$ cat src/rtl/lsu_ctrl.sv
// Load/store unit controller: execute-stage ops to a req/ack data memory.
// Handles byte-lane steering, load extension, misalign/illegal and timeout.
module lsu_ctrl #(
  parameter int XLEN    = 32,
  parameter int TIMEOUT = 0
) (
  input  logic              clk,
  input  logic              rst,
  input  logic              op_valid,
  output logic              op_ready,
  input  logic              op_wr,
  input  logic [2:0]        op_funct3,
  input  logic [XLEN-1:0]   op_addr,
  input  logic [XLEN-1:0]   op_wdata,
  input  logic [4:0]        op_rd,
  input  logic              kill,
  output logic              stall,
  output logic              ld_valid,
  output logic [XLEN-1:0]   ld_data,
  output logic [4:0]        ld_rd,
  output logic              st_done,
  output logic              misalign,
  output logic              bus_err,
  output logic              mem_req,
  output logic              mem_we,
  output logic [XLEN-1:0]   mem_addr,
  output logic [XLEN/8-1:0] mem_be,
  output logic [XLEN-1:0]   mem_wdata,
  input  logic              mem_ack,
  input  logic [XLEN-1:0]   mem_rdata
);

  localparam int NB = XLEN / 8;
  localparam int OB = $clog2(NB);
  localparam int CW = (TIMEOUT > 1) ? $clog2(TIMEOUT) : 1;
  localparam logic [CW-1:0] TLAST =
    CW'((TIMEOUT > 0) ? TIMEOUT - 1 : 0);

  typedef enum logic {IDLE, BUSY} state_t;

  state_t          state, state_nx;
  logic [1:0]      sz;
  logic [3:0]      nbytes;
  logic [OB-1:0]   off, off_r;
  logic            illegal, misal;
  logic            accept, ack, tmo;
  logic [NB-1:0]   be_nx;
  logic [XLEN-1:0] wd_nx;
  logic [2:0]      f3_r;
  logic [4:0]      rd_r;
  logic            killed;
  logic [CW-1:0]   cnt;
  logic [XLEN-1:0] sh, ld_nx;
  logic [6:0]      lw;
  logic            top, sgn;

  assign op_ready = (state == IDLE) & ~kill;
  assign stall    = (state == BUSY);
  assign accept   = op_valid & op_ready;
  assign ack      = mem_req & mem_ack;
  assign tmo      = (TIMEOUT > 0) & (state == BUSY)
                  & ~mem_ack & (cnt == TLAST);

  assign sz     = op_funct3[1:0];
  assign nbytes = 4'd1 << sz;
  assign off    = op_addr[OB-1:0];
  assign misal  = |(off & OB'(nbytes - 4'd1));

  always_comb begin
    illegal = (op_funct3 == 3'b111) | (op_wr & op_funct3[2]);
    if (XLEN == 32)
      illegal = illegal | (sz == 2'b11) | (op_funct3 == 3'b110);
  end

  // Store bytes replicate across lanes; nbytes is a power of two.
  always_comb begin
    be_nx = '0;
    wd_nx = '0;
    for (int i = 0; i < NB; i++) begin
      be_nx[i] = (i >= int'(off)) && (i < int'(off) + int'(nbytes));
      wd_nx[8*i +: 8] = op_wdata[8*(i & (int'(nbytes) - 1)) +: 8];
    end
  end

  assign sh  = mem_rdata >> {off_r, 3'b000};
  assign lw  = 7'd8 << f3_r[1:0];
  assign sgn = ~f3_r[2];

  always_comb begin
    unique case (f3_r[1:0])
      2'd0:    top = sh[7];
      2'd1:    top = sh[15];
      default: top = sh[31];
    endcase
  end

  always_comb begin
    ld_nx = '0;
    for (int i = 0; i < XLEN; i++)
      ld_nx[i] = (i < int'(lw)) ? sh[i] : (sgn & top);
  end

  always_comb begin
    state_nx = state;
    unique case (state)
      IDLE: if (accept & ~(illegal | misal)) state_nx = BUSY;
      BUSY: if (ack | tmo) state_nx = IDLE;
    endcase
  end

  always_ff @(posedge clk or negedge rst) begin
    if (!rst) state <= IDLE;
    else      state <= state_nx;
  end

  always_ff @(posedge clk or negedge rst) begin
    if (!rst) begin
      ld_valid  <= 1'b0;
      ld_data   <= '0;
      ld_rd     <= '0;
      st_done   <= 1'b0;
      misalign  <= 1'b0;
      bus_err   <= 1'b0;
      mem_req   <= 1'b0;
      mem_we    <= 1'b0;
      mem_addr  <= '0;
      mem_be    <= '0;
      mem_wdata <= '0;
      f3_r      <= '0;
      rd_r      <= '0;
      off_r     <= '0;
      killed    <= 1'b0;
      cnt       <= '0;
    end else begin
      ld_valid <= 1'b0;
      st_done  <= 1'b0;
      misalign <= 1'b0;
      bus_err  <= 1'b0;
      if (state == IDLE) begin
        if (accept) begin
          if (illegal | misal) begin
            misalign <= 1'b1;
          end else begin
            mem_req   <= 1'b1;
            mem_we    <= op_wr;
            mem_addr  <= {op_addr[XLEN-1:OB], {OB{1'b0}}};
            mem_be    <= be_nx;
            mem_wdata <= wd_nx;
            f3_r      <= op_funct3;
            rd_r      <= op_rd;
            off_r     <= off;
            killed    <= 1'b0;
            cnt       <= '0;
          end
        end
      end else begin
        if (kill & ~mem_we) killed <= 1'b1;
        if (ack) begin
          mem_req <= 1'b0;
          if (mem_we) begin
            st_done <= 1'b1;
          end else if (!(killed | kill)) begin
            ld_valid <= 1'b1;
            ld_data  <= ld_nx;
            ld_rd    <= rd_r;
          end
        end else if (tmo) begin
          mem_req <= 1'b0;
          bus_err <= 1'b1;
        end else begin
          cnt <= cnt + 1'b1;
        end
      end
    end
  end

endmodule

$ cat config.mk
export PLATFORM = sky130hd
export DESIGN_NAME = lsu_ctrl
export DESIGN_NICKNAME = d
export VERILOG_FILES = /design/src/rtl/lsu_ctrl.sv
export SDC_FILE = /design/constraint.sdc
export NUM_CORES = 1
export LEC_CHECK = 0
export ABC_AREA = 0
export CAP_MARGIN = 20
export CORE_MARGIN = 8
export CORE_UTILIZATION = 25
export DETAILED_ROUTE_END_ITERATION = 16
export PLACE_DENSITY_LB_ADDON = 0.3
export SETUP_SLACK_MARGIN = 0.1
export SYNTH_ARGS = -nofsm -noshare
export SYNTH_HDL_FRONTEND = slang
export SYNTH_SLANG_ARGS = --single-unit
$ cat constraint.sdc
create_clock -name clk -period 4.6 [get_ports clk]
set_input_delay 1.15 -clock clk [delete_from_list [all_inputs] [get_ports clk]]
set_output_delay 1.15 -clock clk [all_outputs]
set_load 0.03 [all_outputs]
==> results of run 1 <==
-- cell families (layout without fill, tap and decap cells) --
logic type | Yosys count | in the layout | share of synthesized area
flops | 120 | 120 | 0.550
mux | 103 | 103 | 0.203
simple gates | 99 | 99 | 0.0846
compound gates | 91 | 91 | 0.114
buf+inv | 39 | 266 | 0.0353
fa+ha+maj | 4 | 4 | 0.0105
other cells | 1 | 3 | 0.000687
xor+xnor | 1 | 1 | 0.00161
-- path summary, 6_finish.rpt --
| path | start | end | slack, ps | depth (start not counted) |
|---|---|---|---|---|
| worst max-delay path | kill | op_ready | 790 | 3 |
| worst min-delay path | mem_wdata[9] | mem_wdata[9] | 480 | 2 |
| worst max register to register | off_r[1] | ld_data[24] | 2120 | 4 |
| worst min register to register | mem_wdata[9] | mem_wdata[9] | 480 | 2 |
| max in group asynchronous | rst | misalign | 2980 | 2 |
| min in group asynchronous | rst | mem_addr[23] | 790 | 1 |
-- final cells by class --
| cell class | count | area share |
|---|---|---|
| repair buffers | 228 | 0.264 |
| multi-input cells | 301 | 0.266 |
| well taps | 280 | 0.0408 |
| flip-flops and latches | 120 | 0.349 |
| clock inverters | 14 | 0.0259 |
| clock buffers | 18 | 0.0511 |
| inverters | 6 | 0.00262 |
-- power by group --
part           switching (mW)  internal, mW  total, mW
combinational            1.55          1.26       2.81
clock                   0.510         0.981       1.49
sequential              0.311          1.53       1.84
total                    2.37          3.77       6.14
-- critical path: stages --
cell and delay, ps:
clkdlybuf4s50_1 450, nor2_1 310, clkdlybuf4s50_1 750
-- state kept, by name (all words and copies together) (netlist names) --
register	count
ld_rd	5
mem_be	4
killed	1
ld_data	32
off_r	2
mem_addr	30
mem_we	1
mem_wdata	32
f3_r	3
ld_valid	1
st_done	1
stall	1
rd_r	5
mem_req	1
misalign	1
-- synthesized netlist by cell type (all sizes together), types with 2 or more instances --
| cell | n | share of area |
|---|---|---|
| o221a | 8 | 0.017 |
| a211oi | 8 | 0.012 |
| inv | 6 | 0.0041 |
| o31ai | 2 | 0.0028 |
| nand2 | 45 | 0.031 |
| and2 | 8 | 0.0092 |
| mux2 | 63 | 0.13 |
| nor2b | 11 | 0.013 |
| nor2 | 24 | 0.017 |
| mux2i | 40 | 0.073 |
| a21oi | 17 | 0.016 |
| nor3 | 2 | 0.0018 |
| dfrtp | 120 | 0.55 |
| clkbuf | 10 | 0.0069 |
| ha | 3 | 0.0069 |
| o21ai | 37 | 0.034 |
| nand4 | 2 | 0.0023 |
| nand2b | 2 | 0.0023 |
| buf | 23 | 0.024 |
| o22a | 16 | 0.027 |
-- metrics by stage --
step	setup slack, ps	hold slack [ps]	util	power, mW
6_report	793	480	0.397	6.14
3_3_place_gp	781	462	0.367	4.66
5_1_grt	707	511	0.397	6.48
4_1_cts	785	487	0.397	6.25
2_1_floorplan	1550	465	-	3.41
3_5_place_dp	785	474	0.367	4.71
-- placed cells by master, fill, tap and decap left out, drive strengths merged, types with 3 or more instances in the layout --
master	instances
buf	10
a211oi	8
o221a	8
o22a	16
a21oi	17
mux2i	40
nor2b	11
o21ai	37
clkdlybuf4s50	218
clkinv	6
nor2	24
nand2	45
inv	7
conb	3
and2	8
ha	3
dfrtp	120
bufinv	5
clkbuf	18
mux2	63
-- per-layer routing --
layer,part of all wire,track usage,wire (um),up-vias
li1,-,-,-,2051
met1,0.41,0.151,7370,2221
met2,0.47,0.210,8430,185
met3,0.10,0.0637,1860,14
met4,0.012,0.0380,210,2
met5,0.00073,0,13,-
==> flow_summary.yaml, run 1 <==
final_layout:
  seqCellArea_mm2: 0.00300
  nFillCells: 2129
  drive_gt1_frac: 0.183
  final_area_mm2: 0.00859
  multiInputGateArea_mm2: 0.00229
  nets: 788
  antenna_cells: 0
  syn2layout_area_growth_pct: 57.5
  finalNonFillerCells: 967
routing:
  drt_iter0_drc: 181
  drt-vias-per-instance: 4.63
  drtPass1Iterations: 4
  avgRoutedWirePerCell_um: 18.5
  drc: 0
  vias: 4473
  routed_wl_um: 17900
  ant_nets: 0
worst_hold_path:
  hold_path_class: "register to register"
timing:
  final-hold-violation-count: 0
  skew_ps: 7.62
  setup_viol: 0
  worst_slew_pin_slew_ps: 1030
  slew_viol_final: 0
  max_slew_margin: 0.311
  rsz0062_at_grt: "no"
  max_freq_ghz: 0.263
  fin_setup_tns_ps: 0
  period_needed_ps: 3810
  finalCritPeriodShare: 0.828
clock_tree:
  cts_resized: 0
  clkTransAtPathRegs_ps: 60
  hold_buffers: 0
  clockRootBuffer: "clkbuf_16"
  h-tree-depth: 4
  post-cts-setup-buffers: 0
  cts.sinks: 120
  cts_tree: "built"
  clk_latency_ps: 400
  clockBufferDepth: 2
  cts-buffers-inserted: 17
placement:
  routabilityCongestion: 0.842
  placed_area_mm2: 0.00793
  io_buffers: 219
  dp_cells: 935
  hpwl_um: 13500
logic_synthesis:
  avgSynthCellArea_um2: 11.9
  synthFlopType: "dfrtp_1"
  ys_async_sr_fraction: 1.00
  yosysWarnings: 0
  yosysSeqAreaShare: 0.550
  syn_inst: 458
  yosysUniqueCellTypes: 38
  syn_area_mm2: 0.00546
  ys_ff_latch: 120
  synth_enable_flop_cells: 0
setup_path:
  arrival_ps: 2660
  crit_fanout: 3
  critPathCaptureType: "primary output"
  cp_data_required_time_ps: 3450
  crit_path_start_kind: "primary input"
  worstSetupPathType: "primary input to primary output"
pwr:
  power.density_mw_per_mm2: 715
  vdd_ir_drop_max_v: 0.000297
  leakage_nw: 3.65
die:
  dieWidth_um: 164
  start_util: 0.252
  ioPinCount: 223
  rows: 54
  core_mm2: 0.0216
  die-height_um: 164
  fp.dieArea_mm2: 0.0268
run:
  max-cap-violations: 0
global_routing:
  grt_pass1_vias: 4801
  grt_pass1_wl_um: 27300
  grt_antenna_before_repair: 1
  gr-total-overflow: 0
  grt.total_usage: 0.130
  grt_start_max_net_pins: 69
status:
  outcome: "finished clean"
No activity file was read; power rests on OpenSTA's default activity.
==> inputs of run 2 (changes only) <==
==> constraint.sdc (replaced) <==
create_clock -name clk -period 3.8 [get_ports clk]
set_input_delay 0.95 -clock clk [delete_from_list [all_inputs] [get_ports clk]]
set_output_delay 0.95 -clock clk [all_outputs]
set_load 0.03 [all_outputs]
==> run 2 against run 1 <==
Against the previous run:
- total power up 18%
- wire length fell by 0.24%
- non-clock buffer count grew 2
- hold slack worse by 2.5 ps
- largest cell class unchanged
- clock power grew 7%
- sequential power rose by 21%
- clock skew grew 2.2 ps
==> flow_summary.yaml, run 2 (synthesis gave the netlist of run 1 again) <==
pwr:
  leakage_nw: 3.63
  total_power_mw: 7.24
  vdd_ir_drop_max_v: 0.000326
  power.density_mw_per_mm2: 848
timing:
  final-hold-violation-count: 0
  slew_viol_final: 0
  max_slew_margin: 0.509
  worst_slew_pin_slew_ps: 735
  period_needed_ps: 3420
  fin_setup_tns_ps: 0
  timing.final.ws_setup_ps: 384
  max_freq_ghz: 0.293
  skew_ps: 9.83
  finalCritPeriodShare: 0.899
  setup_viol: 0
  rsz0062_at_grt: "no"
clock_tree:
  cts_resized: 0
  cts-buffers-inserted: 17
  post-cts-setup-buffers: 0
  hold_buffers: 0
  clkTransAtPathRegs_ps: 50
  cts.sinks: 120
  cts_tree: "built"
  clk_latency_ps: 400
  clockBufferDepth: 2
  h-tree-depth: 4
  clockRootBuffer: "clkbuf_16"
routing:
  routed_wl_um: 17800
  drtPass1Iterations: 4
  avgRoutedWirePerCell_um: 18.5
  vias: 4381
  drc: 0
  drt-vias-per-instance: 4.53
  ant_nets: 0
  drt_iter0_drc: 179
placement:
  place_ws_ps: 341
  placed_area_mm2: 0.00796
  io_buffers: 219
  hpwl_um: 13600
  routabilityCongestion: 0.856
worst_hold_path:
  hold_start: "mem_be[0]"
  min_delay_path_depth: 2
  hold_path_class: "register to register"
final_layout:
  syn2layout_area_growth_pct: 56.5
  final_core_util: 0.395
  nets: 790
  final_area_mm2: 0.00854
  mostFrequentLayoutCells: "218 x clkdlybuf4s50_1, 120 x dfrtp_1, 63 x mux2_2"
  final_common_cell: "clkdlybuf4s50_1"
  drive_gt1_frac: 0.180
  antenna_cells: 0
  reg_top3: "ld_data: 32 flops, mem_wdata: 32 flops, mem_addr: 30 flops"
setup_path:
  crit_path_start: "kill"
  crit_fanout: 3
  reg2reg_depth: 4
  critPathCaptureType: "primary output"
  crit_path_start_kind: "primary input"
  arrival_ps: 2470
  worstSetupPathType: "primary input to primary output"
  reg2reg_from: "off_r[0]"
  cp_data_required_time_ps: 2850
die:
  rows: 54
  ioPinCount: 223
  core_mm2: 0.0216
  die-height_um: 164
  start_util: 0.252
  fp.dieArea_mm2: 0.0268
  dieWidth_um: 164
global_routing:
  grt.total_usage: 0.133
  grt_pass1_vias: 4848
  grt_antenna_before_repair: 1
  grt_pass1_wl_um: 27900
  grt_start_max_net_pins: 71
  gr-total-overflow: 0
status:
  outcome: "finished clean"
run:
  max-cap-violations: 0
==> run 2: cell count changes in the layout (fill, tap and decap cells not counted) <==
cell       delta
buf_12        +1
buf_4         +1
bufinv_16     -3
clkbuf_1      +2
clkbuf_8      +3
clkinv_2      +1
clkinv_4      -4
inv_6         -1
==> run 2: layer usage <==
| layer | share of wire | global-route usage | up-vias |
|---|---|---|---|
| met4 | 0.014 | 0.0405 | 2 |
| met1 | 0.43 | 0.162 | 2134 |
| met5 | 0.00095 | 0 | - |
| met2 | 0.46 | 0.209 | 175 |
| met3 | 0.10 | 0.0589 | 19 |
| li1 | - | - | 2051 |
==> run 2: worst max-delay path: stages <==
cell	delay, ps
clkdlybuf4s50_1	450
nor2_1	310
clkdlybuf4s50_1	760
==> run 2: power by group <==
part | switching [mW] | internal [mW] | leakage (nW)
Sequential | 0.366 | 1.85 | 1.51
Clock | 0.563 | 1.03 | 0.281
Combinational | 1.90 | 1.53 | 1.84
==> run 2: worst paths after layout <==
| path | slack (ps) | end |
|---|---|---|
| min in group asynchronous | 590 | mem_addr[4] |
| max in group asynchronous | 2380 | off_r[1] |
| max reg2reg | 1660 | ld_data[9] |
| min | 480 | mem_be[0] |
| max | 380 | op_ready |
| min reg2reg | 480 | mem_be[0] |
==> run 2: area by class of cell <==
class	instances	area, um2
Fill cell	2098	13100
Sequential cell	120	3000
Timing Repair Buffer	230	2300
Multi-Input combinational cell	301	2290
Clock buffer	23	488
Tap cell	280	350
Clock inverter	7	93.8
Inverter	6	22.5
==> run 2: through the flow <==
stage	std cells	hold WS, ps
after floorplan	460	465
after global placement	937	461
after detailed placement	937	473
after CTS	967	486
after global routing	967	511
final	967	477
==> inputs of run 3 (changes only) <==
--- a/config.mk
+++ b/config.mk
@@ -10,6 +10,7 @@
 export CORE_MARGIN = 8
 export CORE_UTILIZATION = 25
 export DETAILED_ROUTE_END_ITERATION = 16
+export GPL_ROUTABILITY_DRIVEN = 0
 export PLACE_DENSITY_LB_ADDON = 0.3
 export SETUP_SLACK_MARGIN = 0.1
 export SYNTH_ARGS = -nofsm -noshare
==> constraint.sdc (replaced) <==
create_clock -name clk -period 2.9 [get_ports clk]
set_input_delay 0.725 -clock clk [delete_from_list [all_inputs] [get_ports clk]]
set_output_delay 0.725 -clock clk [all_outputs]
set_load 0.03 [all_outputs]
==> run 3 against run 2 <==
Against the previous run:
- clock power up 38%
- flip-flop and latch count unchanged
- global-route usage down 0.087 points
- first-iteration DRC count up 12%
- largest cell class unchanged
- highest routed layer unchanged
==> flow_summary.yaml, run 3 (synthesis gave the netlist of run 1 again) <==
timing:
  finalCritPeriodShare: 0.871
  max_freq_ghz: 0.396
  setup_viol: 0
  timing.final.ws_setup_ps: 374
  worst_slew_pin_slew_ps: 747
  period_needed_ps: 2530
  skew_ps: 8.30
  fin_setup_tns_ps: 0
  rsz0062_at_grt: "no"
  final-hold-violation-count: 0
  max_slew_margin: 0.501
  slew_viol_final: 0
pwr:
  total_power_mw: 9.61
  leakage_nw: 3.69
  vdd_ir_drop_max_v: 0.000650
  power.density_mw_per_mm2: 1110
setup_path:
  crit_fanout: 3
  cp_data_required_time_ps: 2170
  path_cells: "clkdlybuf4s50_1 > nor2_1 > buf_12"
  reg2reg_setup_slack_ps: 910
  arrival_ps: 1800
  worstSetupPathType: "primary input to primary output"
  crit_path_start_kind: "primary input"
  critPathCaptureType: "primary output"
  slowest_delay_ps: 450
  cp_slowest_cell: "clkdlybuf4s50_1"
clock_tree:
  clkTransAtPathRegs_ps: 60
  hold_buffers: 0
  post-cts-setup-buffers: 0
  cts_resized: 0
  h-tree-depth: 4
  clockBufferDepth: 2
  cts_tree: "built"
  cts-buffers-inserted: 17
  clk_latency_ps: 400
  clockRootBuffer: "clkbuf_16"
  cts.sinks: 120
global_routing:
  grt_pass1_wl_um: 27600
  grt_start_max_net_pins: 67
  grt_pass1_vias: 4764
  gr-total-overflow: 0
  grt.total_usage: 0.132
  grt_antenna_before_repair: 1
die:
  rows: 54
  die-height_um: 164
  dieWidth_um: 164
  fp.dieArea_mm2: 0.0268
  ioPinCount: 223
  start_util: 0.252
  core_mm2: 0.0216
routing:
  drc: 0
  routed_wl_um: 17700
  avgRoutedWirePerCell_um: 18.2
  ant_nets: 0
  vias: 4411
  drt_iter0_drc: 200
  drtPass1Iterations: 5
  drt-vias-per-instance: 4.54
placement:
  place_ws_ps: 110
  hpwl_um: 13500
  placed_area_mm2: 0.00802
  io_buffers: 219
run:
  max-cap-violations: 0
final_layout:
  nets: 794
  mostFrequentLayoutCells: "217 x clkdlybuf4s50_1, 120 x dfrtp_1, 63 x mux2_2"
  final_common_cell: "clkdlybuf4s50_1"
  reg_top3: "ld_data: 32 flops, mem_wdata: 32 flops, mem_addr: 30 flops"
  antenna_cells: 0
  nFillCells: 2076
  final_area_mm2: 0.00864
  syn2layout_area_growth_pct: 58.3
  drive_gt1_frac: 0.189
worst_hold_path:
  hold_path_class: "primary input to asynchronous set/reset pin"
status:
  outcome: "finished clean"
==> run 3: cell count changes in the layout (fill, tap and decap cells not counted), sizes merged <==
| cell | delta |
|---|---|
| buf | +5 |
| bufinv | +1 |
| clkdlybuf4s50 | -1 |
| clkinv | +1 |
| clkinvlp | -1 |
==> run 3: metrics by stage <==
| step | utilization | hold slack (ps) | instances |
|---|---|---|---|
| 6_report | 0.400 | 344 | 972 |
| 5_1_grt | 0.400 | 372 | 972 |
| 4_1_cts | 0.400 | 359 | 972 |
| 3_5_place_dp | 0.371 | 470 | 941 |
| 3_3_place_gp | 0.371 | 461 | 941 |
| 2_1_floorplan | - | 429 | 460 |
==> run 3: path summary, 6_finish.rpt <==
path	from	to	cells after the start
max	kill	op_ready	3
min	rst	mem_addr[3]	1
max reg2reg	stall	ld_data[31]	4
min reg2reg	mem_wdata[10]	mem_wdata[10]	2
max in group asynchronous	rst	ld_data[11]	2
min in group clk	mem_wdata[10]	mem_wdata[10]	2
==> run 3: worst max-delay path: cells and delay by family <==
| family | cells | cell delay (ps) |
|---|---|---|
| AND/OR/NAND/NOR | 1 | 430 |
| buffers and inverters | 2 | 640 |
==> run 3: routing by layer <==
layer	up-vias	GRT usage	part of all wire
met4	2	0.0285	0.0068
met3	13	0.0589	0.099
met1	2153	0.164	0.43
met5	-	0	0.00045
met2	177	0.210	0.46
li1	2066	-	-
==> run 3: area by class of cell <==
type,instances,area [um2],share of cell area
multi-input combinational,301,2290,0.265
sequential,120,3000,0.348
timing repair buffer,234,2360,0.273
inverter,6,22.5,0.00261
clock inverter,8,118,0.0136
tap,280,350,0.0406
clock buffer,23,498,0.0576
==> run 3: power breakdown <==
group          leakage [nW]  switching, mW  internal [mW]
combinational          1.88           2.48           2.02
sequential             1.51          0.486           2.43
clock                 0.305          0.732           1.46
